`src/rtl/vga_defs_pkg.sv`:
```
//------------------------------------------------------------------------------
// Module      : vga_defs (package)
// Description : VGA timing defaults, sprite geometry and the position clamp helper.
// Revision    : 1.0 - initial release
//------------------------------------------------------------------------------
`default_nettype none

package vga_defs;

    localparam int c_POS_W          = 10;
    localparam int c_H_VISIBLE_AREA = 640;
    localparam int c_H_FRONT_PORCH  = 16;
    localparam int c_H_SYNC_PULSE   = 96;
    localparam int c_H_BACK_PORCH   = 48;
    localparam int c_V_VISIBLE_AREA = 480;
    localparam int c_V_FRONT_PORCH  = 10;
    localparam int c_V_SYNC_PULSE   = 2;
    localparam int c_V_BACK_PORCH   = 33;
    localparam int c_H_TOTAL = c_H_VISIBLE_AREA + c_H_FRONT_PORCH + c_H_SYNC_PULSE + c_H_BACK_PORCH;
    localparam int c_V_TOTAL = c_V_VISIBLE_AREA + c_V_FRONT_PORCH + c_V_SYNC_PULSE + c_V_BACK_PORCH;
    localparam int c_TILE_SIZE      = 32;

    // Pull a tile back inside the visible area; the sum is one bit wider so X up to 1023 cannot wrap.
    function automatic logic [c_POS_W-1:0] clamp_pos(input logic [c_POS_W-1:0] pos,
                                                     input int unsigned        visible,
                                                     input int unsigned        tile);
        logic [c_POS_W:0] sum;
        sum = {1'b0, pos} + (c_POS_W+1)'(tile);
        if (sum > (c_POS_W+1)'(visible))
            return c_POS_W'(visible - tile);
        return pos;
    endfunction

endpackage

`default_nettype wire

```
`src/rtl/sprite_hit.sv`:
```
//------------------------------------------------------------------------------
// Module      : sprite_hit
// Description : Per-sprite shadow box captured at frame latch; flags pixel coverage.
// Revision    : 1.0 - initial release
//------------------------------------------------------------------------------
`default_nettype none

module sprite_hit
    import vga_defs::*;
#(
    parameter int H_VISIBLE_AREA = c_H_VISIBLE_AREA,
    parameter int V_VISIBLE_AREA = c_V_VISIBLE_AREA,
    parameter int TILE_SIZE      = c_TILE_SIZE
) (
    input  logic               i_Clk,
    input  logic               i_Reset,
    input  logic               i_Latch,
    input  logic [c_POS_W-1:0] i_X,
    input  logic [c_POS_W-1:0] i_Y,
    input  logic               i_En,
    input  logic [c_POS_W-1:0] i_H_Count,
    input  logic [c_POS_W-1:0] i_V_Count,
    output logic               o_Hit
);

    localparam logic [c_POS_W:0] c_TILE = (c_POS_W+1)'(TILE_SIZE);

    logic [c_POS_W-1:0] r_x;
    logic [c_POS_W-1:0] r_y;
    logic               r_en;
    logic [c_POS_W:0]   w_h;
    logic [c_POS_W:0]   w_v;
    logic [c_POS_W:0]   w_x_end;
    logic [c_POS_W:0]   w_y_end;

    always_ff @(posedge i_Clk) begin
        if (i_Reset) begin
            r_x  <= '0;
            r_y  <= '0;
            r_en <= 1'b0;
        end else if (i_Latch) begin
            r_x  <= clamp_pos(i_X, H_VISIBLE_AREA, TILE_SIZE);
            r_y  <= clamp_pos(i_Y, V_VISIBLE_AREA, TILE_SIZE);
            r_en <= i_En;
        end
    end

    assign w_h     = {1'b0, i_H_Count};
    assign w_v     = {1'b0, i_V_Count};
    assign w_x_end = {1'b0, r_x} + c_TILE;
    assign w_y_end = {1'b0, r_y} + c_TILE;

    assign o_Hit = r_en
                && (w_h >= {1'b0, r_x}) && (w_h < w_x_end)
                && (w_v >= {1'b0, r_y}) && (w_v < w_y_end);

endmodule

`default_nettype wire

```
`src/rtl/sprite_renderer.sv`:
```
//------------------------------------------------------------------------------
// Module      : sprite_renderer
// Description : VGA timing generator with tear-free sprite compositing and collision report.
// Revision    : 1.0 - initial release
//------------------------------------------------------------------------------
`default_nettype none

module sprite_renderer
    import vga_defs::*;
#(
    parameter int H_VISIBLE_AREA = c_H_VISIBLE_AREA,
    parameter int H_FRONT_PORCH  = c_H_FRONT_PORCH,
    parameter int H_SYNC_PULSE   = c_H_SYNC_PULSE,
    parameter int H_BACK_PORCH   = c_H_BACK_PORCH,
    parameter int V_VISIBLE_AREA = c_V_VISIBLE_AREA,
    parameter int V_FRONT_PORCH  = c_V_FRONT_PORCH,
    parameter int V_SYNC_PULSE   = c_V_SYNC_PULSE,
    parameter int V_BACK_PORCH   = c_V_BACK_PORCH,
    parameter int TILE_SIZE      = c_TILE_SIZE,
    parameter int NUM_SPRITES    = 5,
    parameter int COLOR_BITS     = 3
) (
    input  logic                                i_Clk,
    input  logic                                i_Reset,
    input  logic [c_POS_W*NUM_SPRITES-1:0]      i_Sprite_X,
    input  logic [c_POS_W*NUM_SPRITES-1:0]      i_Sprite_Y,
    input  logic [NUM_SPRITES-1:0]              i_Sprite_En,
    input  logic [3*COLOR_BITS*NUM_SPRITES-1:0] i_Sprite_Color,
    output logic                                o_VGA_HSync,
    output logic                                o_VGA_VSync,
    output logic [COLOR_BITS-1:0]               o_VGA_Red,
    output logic [COLOR_BITS-1:0]               o_VGA_Grn,
    output logic [COLOR_BITS-1:0]               o_VGA_Blu,
    output logic                                o_Frame_Done,
    output logic [NUM_SPRITES-1:0]              o_Collision
);

    localparam int c_PIX_W    = 3 * COLOR_BITS;
    localparam int c_H_TOT    = H_VISIBLE_AREA + H_FRONT_PORCH + H_SYNC_PULSE + H_BACK_PORCH;
    localparam int c_V_TOT    = V_VISIBLE_AREA + V_FRONT_PORCH + V_SYNC_PULSE + V_BACK_PORCH;
    localparam logic [c_POS_W-1:0] c_H_LAST   = c_POS_W'(c_H_TOT - 1);
    localparam logic [c_POS_W-1:0] c_V_LAST   = c_POS_W'(c_V_TOT - 1);
    localparam logic [c_POS_W-1:0] c_V_LATCH  = c_POS_W'(V_VISIBLE_AREA - 1);
    localparam logic [c_POS_W-1:0] c_H_VIS    = c_POS_W'(H_VISIBLE_AREA);
    localparam logic [c_POS_W-1:0] c_V_VIS    = c_POS_W'(V_VISIBLE_AREA);
    localparam logic [c_POS_W-1:0] c_HS_START = c_POS_W'(H_VISIBLE_AREA + H_FRONT_PORCH);
    localparam logic [c_POS_W-1:0] c_HS_END   = c_POS_W'(H_VISIBLE_AREA + H_FRONT_PORCH + H_SYNC_PULSE);
    localparam logic [c_POS_W-1:0] c_VS_START = c_POS_W'(V_VISIBLE_AREA + V_FRONT_PORCH);
    localparam logic [c_POS_W-1:0] c_VS_END   = c_POS_W'(V_VISIBLE_AREA + V_FRONT_PORCH + V_SYNC_PULSE);

    logic [c_POS_W-1:0]     r_h_count;
    logic [c_POS_W-1:0]     r_v_count;
    logic                   r_hsync;
    logic                   r_vsync;
    logic [c_PIX_W-1:0]     r_rgb;
    logic                   r_frame_done;
    logic [NUM_SPRITES-1:0] r_collision;
    logic [NUM_SPRITES-1:0] r_coll_acc;
    logic [c_PIX_W-1:0]     r_color [NUM_SPRITES];

    logic                   w_latch;
    logic                   w_visible;
    logic [NUM_SPRITES-1:0] w_hit;
    logic [NUM_SPRITES-1:0] w_coll_set;
    logic [c_PIX_W-1:0]     w_pix;

    assign w_latch   = (r_h_count == c_H_LAST) && (r_v_count == c_V_LATCH);
    assign w_visible = (r_h_count < c_H_VIS) && (r_v_count < c_V_VIS);

    generate
        for (genvar k = 0; k < NUM_SPRITES; k++) begin : g_sprite
            sprite_hit #(
                .H_VISIBLE_AREA (H_VISIBLE_AREA),
                .V_VISIBLE_AREA (V_VISIBLE_AREA),
                .TILE_SIZE      (TILE_SIZE)
            ) u_sprite_hit (
                .i_Clk     (i_Clk),
                .i_Reset   (i_Reset),
                .i_Latch   (w_latch),
                .i_X       (i_Sprite_X[c_POS_W*k +: c_POS_W]),
                .i_Y       (i_Sprite_Y[c_POS_W*k +: c_POS_W]),
                .i_En      (i_Sprite_En[k]),
                .i_H_Count (r_h_count),
                .i_V_Count (r_v_count),
                .o_Hit     (w_hit[k])
            );
        end
    endgenerate

    // Walk from the highest index down so the lowest-index hit is the one left standing.
    always_comb begin
        w_pix = '0;
        for (int k = NUM_SPRITES - 1; k >= 0; k--) begin
            if (w_hit[k])
                w_pix = r_color[k];
        end
    end

    assign w_coll_set = (w_visible && w_hit[0]) ? {w_hit[NUM_SPRITES-1:1], 1'b0} : '0;

    always_ff @(posedge i_Clk) begin
        if (i_Reset) begin
            r_h_count    <= '0;
            r_v_count    <= '0;
            r_hsync      <= 1'b1;
            r_vsync      <= 1'b1;
            r_rgb        <= '0;
            r_frame_done <= 1'b0;
            r_collision  <= '0;
            r_coll_acc   <= '0;
            for (int k = 0; k < NUM_SPRITES; k++)
                r_color[k] <= '0;
        end else begin
            if (r_h_count == c_H_LAST) begin
                r_h_count <= '0;
                r_v_count <= (r_v_count == c_V_LAST) ? '0 : r_v_count + c_POS_W'(1);
            end else begin
                r_h_count <= r_h_count + c_POS_W'(1);
            end

            r_hsync      <= !((r_h_count >= c_HS_START) && (r_h_count < c_HS_END));
            r_vsync      <= !((r_v_count >= c_VS_START) && (r_v_count < c_VS_END));
            r_rgb        <= w_visible ? w_pix : '0;
            r_frame_done <= w_latch;

            if (w_latch) begin
                r_collision <= r_coll_acc;
                r_coll_acc  <= '0;
                for (int k = 0; k < NUM_SPRITES; k++)
                    r_color[k] <= i_Sprite_Color[c_PIX_W*k +: c_PIX_W];
            end else begin
                r_coll_acc <= r_coll_acc | w_coll_set;
            end
        end
    end

    assign o_VGA_HSync  = r_hsync;
    assign o_VGA_VSync  = r_vsync;
    assign o_VGA_Red    = r_rgb[c_PIX_W-1 -: COLOR_BITS];
    assign o_VGA_Grn    = r_rgb[2*COLOR_BITS-1 -: COLOR_BITS];
    assign o_VGA_Blu    = r_rgb[COLOR_BITS-1:0];
    assign o_Frame_Done = r_frame_done;
    assign o_Collision  = r_collision;

endmodule

`default_nettype wire

```
`config.mk`:
```
export PLATFORM = sky130hd
export DESIGN_NAME = sprite_renderer
export DESIGN_NICKNAME = d
export VERILOG_FILES = /design/src/rtl/vga_defs_pkg.sv /design/src/rtl/sprite_hit.sv /design/src/rtl/sprite_renderer.sv
export SDC_FILE = /design/constraint.sdc
export NUM_CORES = 1
export LEC_CHECK = 0
export ABC_AREA = 1
export BUFFER_PORTS_ARGS = -buffer_cell sky130_fd_sc_hd__buf_2
export CAP_MARGIN = 10
export CORE_MARGIN = 1.5
export CORE_UTILIZATION = 35
export DETAILED_ROUTE_END_ITERATION = 10
export HOLD_SLACK_MARGIN = 0.15
export PLACE_DENSITY = 0.6
export SYNTH_ARGS = -nofsm -noshare
export SYNTH_HDL_FRONTEND = slang
export SYNTH_SLANG_ARGS = --single-unit
export TNS_END_PERCENT = 30
```
`constraint.sdc`:
```
create_clock -name i_Clk -period 5.8 [get_ports i_Clk]
set_input_delay 0 -clock i_Clk [delete_from_list [all_inputs] [get_ports i_Clk]]
set_output_delay 0 -clock i_Clk [all_outputs]
set_load 0.005 [all_outputs]
```
Yosys cells after proc, flatten, opt, wreduce, memory -nomap -nowiden
Memory sizes are Yosys's and may differ from the RTL's. Cells that the tools add are included.

Memories kept: 1. Output and inout bits: 17. Bits in writable memories: 45. Logic and storage cells: 189. ROM bits: 0. Latch bits: 0. Flip-flop bits (word level): 147.

Memory list: r_color (words 5, bits a word 9, rd ports 5, clocked after memory_dff 0, write ports 5, line sprite_renderer.sv:59) `logic [c_PIX_W-1:0] r_color [NUM_SPRITES];`.

Divide/modulo/power cells: 0. $mul: 0. Shift operators: 0. Bitwise operators: 7. Add/sub/neg operators: 22. Magnitude comparators: 36. Equal/unequal tests: 3. Muxes and demuxes: 67. Reductions and logical operators: 30.

Operators with widths (count): 10-bit by 6-bit adder with 11-bit output (second input constant) (20); 10-bit two-way mux (21); 10-bit by 11-bit less-than comparator with 1-bit output (10); 10-bit >= comparator (10); 9-bit two-way mux (10); 11-bit by 10-bit > comparator with 1-bit output (second input constant) (5); 11-bit by 9-bit > comparator with 1-bit output (second input constant) (5); 1-bit two-way mux (35); 1-bit logical AND (25); 10-bit by 1-bit adder with 10-bit output (second input constant) (2); 10-bit equality test (second input constant) (2); 10-bit less-than comparator (second input constant) (2); 10-bit by 9-bit less-than comparator with 1-bit output (second input constant) (2); 10-bit by 9-bit equality test with 1-bit output (second input constant) (1); 10-bit >= comparator (second input constant) (1); 10-bit by 9-bit >= comparator with 1-bit output (second input constant) (1); 2-bit OR reduction (3); 5-bit two-way mux (1); 1-bit OR (5); 5-bit OR (1); 1-bit zero test (2); 1-bit NOT (1).

Depth between registers and ports, before layout
Gate-level depths: netlist of run 1.

Depth in word-level cells: 10. Gate-level depth with buffers: 17.

Modules after synthesis
Synthesis of run 1 repeated with hierarchy kept, for this count alone.

Cells, all modules: 2109. Area total of the unflattened synthesis: 14337.5 sq um.

Modules (own cells, without submodules): sprite_hit at g_sprite[1].u_sprite_hit ... (times used 4, area each 2094.5 sq um, cells each 332); sprite_renderer (times used 1, area each 3873.7 sq um, cells each 451); sprite_hit at g_sprite[0].u_sprite_hit (times used 1, area each 2085.8 sq um, cells each 330).

Worst setup path before layout of run 1
No wires, ideal clock.

Path type: register to register. Start: register r_h_count[1]. End: memory r_color[0][0] (netlist bit), enable pin. Setup slack: 3065 ps. Period minus slack after synthesis: 2735 ps. Data required time: 5415 ps. Arrival time: 2350 ps. Cell stages (with the launch flop): 10. Buffers on the path: 2. Setup time: 385 ps. Cells stage by stage: dfxtp_1 > ha_1 > nand2_1 > inv_1 > nand2_1 > nor4_4 > nand4_1 > nand2_1 > buf_2 > buf_2.

RTL lines: start: declaration (line sprite_renderer.sv:51) `logic [c_POS_W-1:0] r_h_count;`; start signal: assignment (line sprite_renderer.sv:118) `r_h_count <= r_h_count + c_POS_W'(1);`; end: declaration (line sprite_renderer.sv:59).

Worst setup path in the final report of run 1
Start: register r_h_count[8]. End: register g_sprite[2].u_sprite_hit.r_x[0].

Cells in the longest elaborated chain, start to end: 2.

RTL lines: 10-bit equality test (line sprite_renderer.sv:67) `assign w_latch = (r_h_count == c_H_LAST) && (r_v_count == c_V_LATCH);`; 1-bit logical AND (line sprite_renderer.sv:67); end signal: assignment (line sprite_hit.sv:42) `r_x <= clamp_pos(i_X, H_VISIBLE_AREA, TILE_SIZE);`; end: declaration (line sprite_hit.sv:28) `logic [c_POS_W-1:0] r_x;`.

No other way between the ends. A chain may end at the register's enable or synchronous reset.

==> results.md, run 1 <==
- Sequential cells burn 48.0% of the power.
- The count of input and output buffers is 167.
- In this run the power spent charging and discharging nets is 0.7617 mW.
- The most repeated cell in the gate-level netlist after synthesis is inv_1.
- Counting flops with a built-in enable in the synthesized netlist gives 45.
- The post-route cell area is 16750 um^2.
- After clock tree synthesis, the clock-pin slew on the worst setup and hold paths is 0.07 ns.
- Detailed placement finished with a half-perimeter wire length of 27.05 mm.
- The critical path arrival is 4.30 ns.
- The flow ran to the end, and the final reports show no timing, DRC or antenna violations.
- The combined area of all synthesized cells is approximately 13000 um^2.
- The area share of and/or/nand/nor cells after synthesis is 23.77%.
- The cell area after placement is 14310 um^2.
- The floorplan has 70 rows.
- The number of pins with negative max-slew slack in the final report is 0.
- The cell count after synthesis came out at 1707.
- STA classifies the critical path endpoint as a register.
- The area enclosed by the die boundary is 38330 um^2.
- The count of TritonRoute iterations in the first routing pass is 5.
- The number of setup violations in the final report is 0.
- The area share of fa/ha/maj cells after synthesis is between 10% and 20%.
- The maximum frequency from static timing analysis is about 0.25 GHz.
- The post-route worst hold slack is slightly above 0.3 ns.
- The fill cell total of the finished layout is 3649.
- Measured against its own limit, the worst slew margin works out to 32.81%.
- The setup slack of the critical path after layout is 1.831 ns.
- The part of the cycle the worst path needs is 68.43%.
- The portion of synthesized area spent on multiplexers is 0%.
- Summed over its instances, the top area cell type makes up 22.32% of the synthesized netlist area.
- The number of hold violations in the final report is 0.
- Dividing total power by cell area gives a power density of ~170 nW/um^2.
- The number of gates given a new drive strength after cts is 0.
- The switching share of power is a little over a quarter.
- Registers take 4254 um^2.
- The count of inserted antenna diode cells is 0.
- After synthesis, the largest family of logic cells by area is simple AND/OR/NAND/NOR gates.
- Along the worst path, the maximum fanout reaches 93.
- The initial antenna violation count is 0.
- The clock network is responsible for 41.1% of the overall power.
- Of the cells placed in the final design, the portion with a size suffix greater than 1 is 11.33%.
- The clock tree from TritonCTS is done.
- The startpoint type of the worst setup path is a register.
- Summing all multi-input logic gate instances after layout gives 7552 um^2.
- The chip width is 195.8 um.
- The cell type contributing the most total cell area after synthesis is dfxtp_1.
- The type of the most critical hold path is in -> reg.
- The worst-case setup slack after placement is around 2.1 ns.
- When the netlist entered floorplanning its net count stood at 2038.
- The starting density of the core is between 30 and 40%.
- The maximum clock path buffer count is 2.
- A synthesized cell averages 7.620 um^2.
- In this run the static leakage power is 7.776 nW.
- Setup total negative slack on the finished layout was measured at 0 ns.
- After synthesis, the share of flip-flops with an asynchronous set or reset is 0%.
- The transition time at the pin with the least slew margin is 1.008 ns.
- The share of the synthesized netlist area taken by xor and xnor gates is between 3 and 4%.
- In the routed design, unresolved DRC markers number 0.
- The first global-routing pass estimated 59.21 mm of wire.
- Using the TritonRoute via totals, the vias-per-cell ratio works out to 4.897.
- The routed length per placed instance is 14.49 um.
- The wire length after detailed routing is 36.71 mm.
- Ranked by instance count, the synthesized netlist is headed by 278 x inv_1, 252 x nand2_1, 179 x ha_1, 172 x nor2_1, 145 x dfxtp_1.
- Global routing consumed, over all layers together, 19.32% of the routing resources.
- The tree is rooted in a clkbuf_16.
- The worst path needs 3.969 ns of the cycle, external delays included.
- The pin count of the biggest net entering global routing is 94.
- The proportion of synthesized chip area in sequential cells is approximately 33%.
- The internal power consumption is about 2.1 mW.
- The fraction of the mapped netlist area in compound gates is 13.38%.
- For this block, the via count after detailed routing is about 12000.
- For this run, the leading register cell type out of synthesis is dfxtp_1.
- The number of clock buffers added by TritonCTS is 17.
- The endpoint required time on the critical path is 6.14 ns.
- Combinational logic is responsible for 10.9% of the overall power.
- The count of unique library cells instantiated by Yosys is 48.
- The worst-case IR drop observed on VDD is 0.1544 mV.
- The remaining global-route overflow is 0.
- The first-iteration detailed-routing DRC count is 609.
- Setup repair after global routing left no endpoint under its margin.
- On the final layout, the worst clock skew is 0.01750 ns.
- Relative to the synthesized area, the layout overhead comes to 28.80%.
- The number of sinks on the clock net is 190.
- The H-tree was split into 4 levels.
- The via count of the first global-routing pass is 12040.
- The total power draw is 2.869 mW.
- Routability-driven placement finished with a final weighted congestion of 0.8555.
- The I/O pin count is roughly 170.
- The critical path is of the reg -> reg type.
- The tool flagged a number of max-cap violations equal to 0.
- From bottom edge to top edge, the die measures 195.8 um.
- The clock reaches the later pin of the worst-skew pair after 0.45 ns.
- The flip-flop and latch count after synthesis is 190.
- The final net count is 2384.
- The placeable core region is around 37000 um^2.
- In the post-synthesis netlist, the biggest area contributors are dfxtp_1 22%, ha_1 17%, edfxtp_1 10%.
- The remaining number of nets flagged by the antenna check after routing is 0.
- During synthesis, Yosys emitted a total of 0 warnings.
==> layout make-up <==
type	count	area share, %
repair buffers	354	16.12
flip-flops and latches	190	25.39
multi-input cells	1208	45.08
clock inverters	14	1.008
inverters	282	6.348
clock buffers	18	2.562
well taps	468	3.495
==> path summary, 6_finish.rpt <==
path / end / cells after the start / slack (ns) / start
setup / recovery: g_sprite[2].u_sprite_hit.r_x[0]$_SDFFE_PP0P_ / 8 / 1.83 / r_h_count[8]$_SDFF_PP0_
hold / removal: g_sprite[4].u_sprite_hit.r_en$_SDFFE_PP0P_ / 4 / 0.31 / i_Sprite_En[4]
setup reg to reg: g_sprite[2].u_sprite_hit.r_x[0]$_SDFFE_PP0P_ / 8 / 1.83 / r_h_count[8]$_SDFF_PP0_
hold reg to reg: g_sprite[2].u_sprite_hit.r_y[0]$_SDFFE_PP0P_ / 2 / 0.47 / g_sprite[2].u_sprite_hit.r_y[0]$_SDFFE_PP0P_
==> timing repair <==
item | CTS | global route
buffers inserted | 0 | 0
hold endpoints to repair | 157 | 0
hold buffers | 184 | 0
==> power groups by stage <==
stage	clock [mW]	sequential, mW	combinational (mW)
finish	1.18	1.38	0.314
global route	1.26	1.38	0.348
floorplan	0	1.40	0.124
CTS	1.21	1.38	0.314
global placement	0	1.41	0.227
detailed placement	0	1.41	0.231
==> cells in the final DEF (no fill, tap or decap), drive strengths merged, types with 2 or more instances in the layout <==
cell type and count:
nand3 126, clkinv 10, o211ai 2, clkbuf 18, nor2 190, nor4 7
a21oi 83, o221ai 2, ha 179, edfxtp 45, dlygate4sd3 184, a21o 10
o41ai 6, a211oi 4, o21a 7, o21bai 11, a32o 3, buf 170
nor4b 3, nand2 257, o2111ai 4, nor3b 3, dfxtp 145, nand3b 21
o21ai 123, nor3 22, o31ai 3, nand4 43, inv 285, a22o 8
xor2 38, xnor2 15, o22ai 34
==> flip-flops by register name, summed over array words and instances (netlist names) <==
signal	count
o_Frame_Done	1
o_VGA_HSync	1
r_rgb	9
r_coll_acc	4
o_VGA_VSync	1
r_color	45
r_h_count	10
o_Collision	4
r_v_count	10
g_sprite.u_sprite_hit.r_en	5
g_sprite.u_sprite_hit.r_x	50
g_sprite.u_sprite_hit.r_y	50
==> metrics by stage <==
stage | std cells | utilization [%]
after floorplan | 1707 | -
after global placement | 2318 | 39.10
after detailed placement | 2318 | 39.10
after CTS | 2534 | 45.76
after global routing | 2534 | 45.76
final | 2534 | 45.76
==> metal layers <==
layer	track usage, %	wire [um]	vias to the layer above	share of wire, %
met3	2.390	1329	49	3.6
li1	-	-	6423	-
met2	34.70	18050	263	49
met4	5.783	761	0	2.1
met5	0	0	-	0
met1	24.11	16570	5675	45
==> kinds of logic after synthesis <==
logic type               after synthesis
adder cells (fa/ha/maj)              179
other                                  1
buffers and inverters                309
AND/OR/NAND/NOR                      673
XOR/XNOR                              53
AO/OA/AOI/OAI                        302
flip-flops                           190
==> worst max-delay path, cell delays in order (launching register included) <==
cell	delay [ns]
dfxtp_1	0.80
nand3_1	0.24
nor4_4	0.44
nand4_1	0.30
nand2_4	0.83
inv_2	0.46
nand2_1	0.14
o21ai_0	0.08
dlygate4sd3_1	0.55
(Power assumes the default switching activity.)
==> inputs of run 2 (changes only) <==
==> constraint.sdc (replaced) <==
create_clock -name i_Clk -period 4.2 [get_ports i_Clk]
set_input_delay 0 -clock i_Clk [delete_from_list [all_inputs] [get_ports i_Clk]]
set_output_delay 0 -clock i_Clk [all_outputs]
set_load 0.005 [all_outputs]
==> results.md, run 2 (same netlist as run 1, synthesis figures left out) <==
- The run finished with clean final reports.
- The register cell area after layout is 4254 um^2.
- The type of the most critical hold path is in -> reg.
- The multi-input combinational cells in the finished layout cover a total of around 7600 um^2.
- The buffer type at the clock tree root is clkbuf_16.
- The signed area change from the synthesized netlist to the final layout is 30.63%.
- The most common cell after layout, fill and taps aside is inv_1.
- The first-pass GRT wire length is 60.97 mm.
- The via count of the first global-routing pass was around 13000.
- The per-cell via count in the routed design is between 4 and 5.
- The fraction of layout cells with a size suffix above 1 is between 10 and 15%.
- STA classifies the critical path startpoint as a register.
- The endpoint required time on the critical path is ~4.6 ns.
- The setup path with the least slack is of type reg -> reg.
- Entering global routing, the biggest net connects 56 pins.
- Data arrives at the worst endpoint at 3.97 ns.
- The fill cell total of the finished layout is 3600.
- The post-route cell area is between 15000 and 20000 um^2.
- The maximum clock path buffer count is 2.
- VDD sags by at most 0.2676 mV.
- The number of hold violations in the final report came to 0.
- The post-CTS setup buffer count is 0.
- TritonCTS built the clock tree.
- The core occupancy in the finished layout is 46.41%.
- Counting every sink on the clock net gives 190.
- The count of input and output buffers is 167.
- The maximum frequency from static timing analysis is 0.2792 GHz.
- The clock transition at the register clock pins on the worst setup and hold paths after CTS is approximately 0.08 ns.
- Summed over all nets, the half-perimeter wirelength after detailed placement is between 20 and 30 mm.
- The placeable core region is 36610 um^2.
- The transition time at the pin with the least slew margin is approximately 0.85 ns.
- Setup repair after global routing left no endpoint under its margin.
- The chip width is 195.8 um.
- The area enclosed by the die boundary is 38330 um^2.
- The initial antenna violation count was 0.
- The number of buffers created by CTS is 17.
- The number of antenna diodes in the final layout is 0.
- The power density over the cells is 238.9 nW/um^2.
- The normalized max-slew margin is between 40% and 50%.
- After layout, the worst path uses 85.29% of the clock period.
- The max-capacitance violation count is 0.
- The global placer's final weighted congestion is roughly 0.88.
- The cell area after placement is 14370 um^2.
- Summed over all failing endpoints, the final setup total negative slack is 0 ns.
- Row generation in the floorplan step produced 70 rows.
- The routed length per placed instance is 14.92 um.
- The count of TritonRoute iterations in the first routing pass is 5.
- The total via count after detailed routing is ~13000.
- The post-route worst hold slack is ~0.3 ns.
- The starting density of the core is 35.53%.
- The clock latency on the worst-skew pair is 0.45 ns.
- The first-iteration detailed-routing DRC count is 631.
- After detailed routing, the total wire length is roughly 38 mm.
- The total overflow left after global routing is 0.
- In the global route stage, overall resource usage came out at between 10% and 20%.
- The library cells used most frequently in the layout, excluding fill and tap cells, are 278 x inv_1, 251 x nand2_1, 200 x dlygate4sd3_1, 179 x ha_1, 172 x nor2_1.
- From bottom edge to top edge, the die measures 195.8 um.
- The count of nets left with antenna violations once routing finished came out at 0.
- The final period demand of the worst path is 3.582 ns.
- For this run, design rule violations remaining after detail routing come to 0.
- Setup violations remaining at the end of the flow were counted as 0.
- The largest registers in the layout are g_sprite.u_sprite_hit.r_x (50), g_sprite.u_sprite_hit.r_y (50), r_color (45).
- The worst setup path is captured at a register.
- The number of pins with negative max-slew slack in the final report is 0.
- The clock arrives with 0.01638 ns of skew.
- In this run the static leakage power is 7.890 nW.
- The final net count is 2404.
- Of all nets on the critical path, the largest fanout is 31.
- The I/O pin count is 169.
- The deepest level of the CTS H-tree is 4.
[run 2: changes by cell type in the layout (fill, tap and decap cells not counted)]
cell           previous run  this run
buf_12                    0         2
buf_4                     3         5
bufinv_16                 0         1
clkinv_4                  3         2
clkinv_8                  6         5
clkinvlp_2                1         0
dlygate4sd3_1           184       200
inv_8                     2         4
[run 2: worst max-delay path, stage by stage (launching register included)]
cell	delay, ns
dfxtp_1	0.55
ha_1	0.25
nand2_1	0.06
inv_1	0.08
nand2_1	0.12
nor4_4	0.35
nand3_2	0.15
nor2_2	0.13
nand2_1	0.08
nor2_2	0.12
nand2_2	0.39
clkinv_4	0.37
nand2_2	0.14
o21ai_1	0.16
dlygate4sd3_1	0.57
[run 2: worst paths after layout]
check / startpoint / to / slack (ns) / cells after the start
setup reg to reg: r_h_count[1]$_SDFF_PP0_ / g_sprite[3].u_sprite_hit.r_y[0]$_SDFFE_PP0P_ / 0.62 / 14
hold reg to reg: r_h_count[0]$_SDFF_PP0_ / r_h_count[0]$_SDFF_PP0_ / 0.47 / 1
hold / removal: i_Sprite_En[4] / g_sprite[4].u_sprite_hit.r_en$_SDFFE_PP0P_ / 0.31 / 4
setup / recovery: r_h_count[1]$_SDFF_PP0_ / g_sprite[3].u_sprite_hit.r_y[0]$_SDFFE_PP0P_ / 0.62 / 14
[run 2: final cells by class]
class	instances	area share, %
inverters	282	6.259
repair buffers	374	17.16
clock buffers	18	2.526
well taps	468	3.446
multi-input cells	1208	44.45
flip-flops and latches	190	25.04
clock inverters	14	1.127
[run 2: through the flow]
step                setup slack, ns  total power, mW  cells
global route                 0.2612            4.213   2554
detailed placement            1.124            2.270   2322
finish                       0.6177            4.059   2554
floorplan                     1.465            2.111   1707
global placement              1.204            2.265   2322
CTS                          0.5676            4.096   2554
[run 2: per-layer routing]
| metal | up-vias | wire length, um | global-route usage (%) |
|---|---|---|---|
| li1 | 6480 | - | - |
| met1 | 5877 | 16960 | 23.77 |
| met2 | 273 | 18840 | 35.95 |
| met3 | 58 | 1358 | 2.802 |
| met4 | 0 | 956 | 6.838 |
| met5 | - | 0 | 0 |
[run 2: what timing repair did]
| action | in CTS | in global routing |
|---|---|---|
| gates resized for setup | 0 | 0 |
| hold buffers | 200 | 0 |
| endpoints found under the hold margin | 157 | 0 |
[run 2: report_power, final]
| part | total, mW | switching (mW) | internal [mW] |
|---|---|---|---|
| clock | 1.72 | 0.849 | 0.867 |
| sequential | 1.90 | 0.0126 | 1.89 |
| combinational | 0.441 | 0.220 | 0.222 |
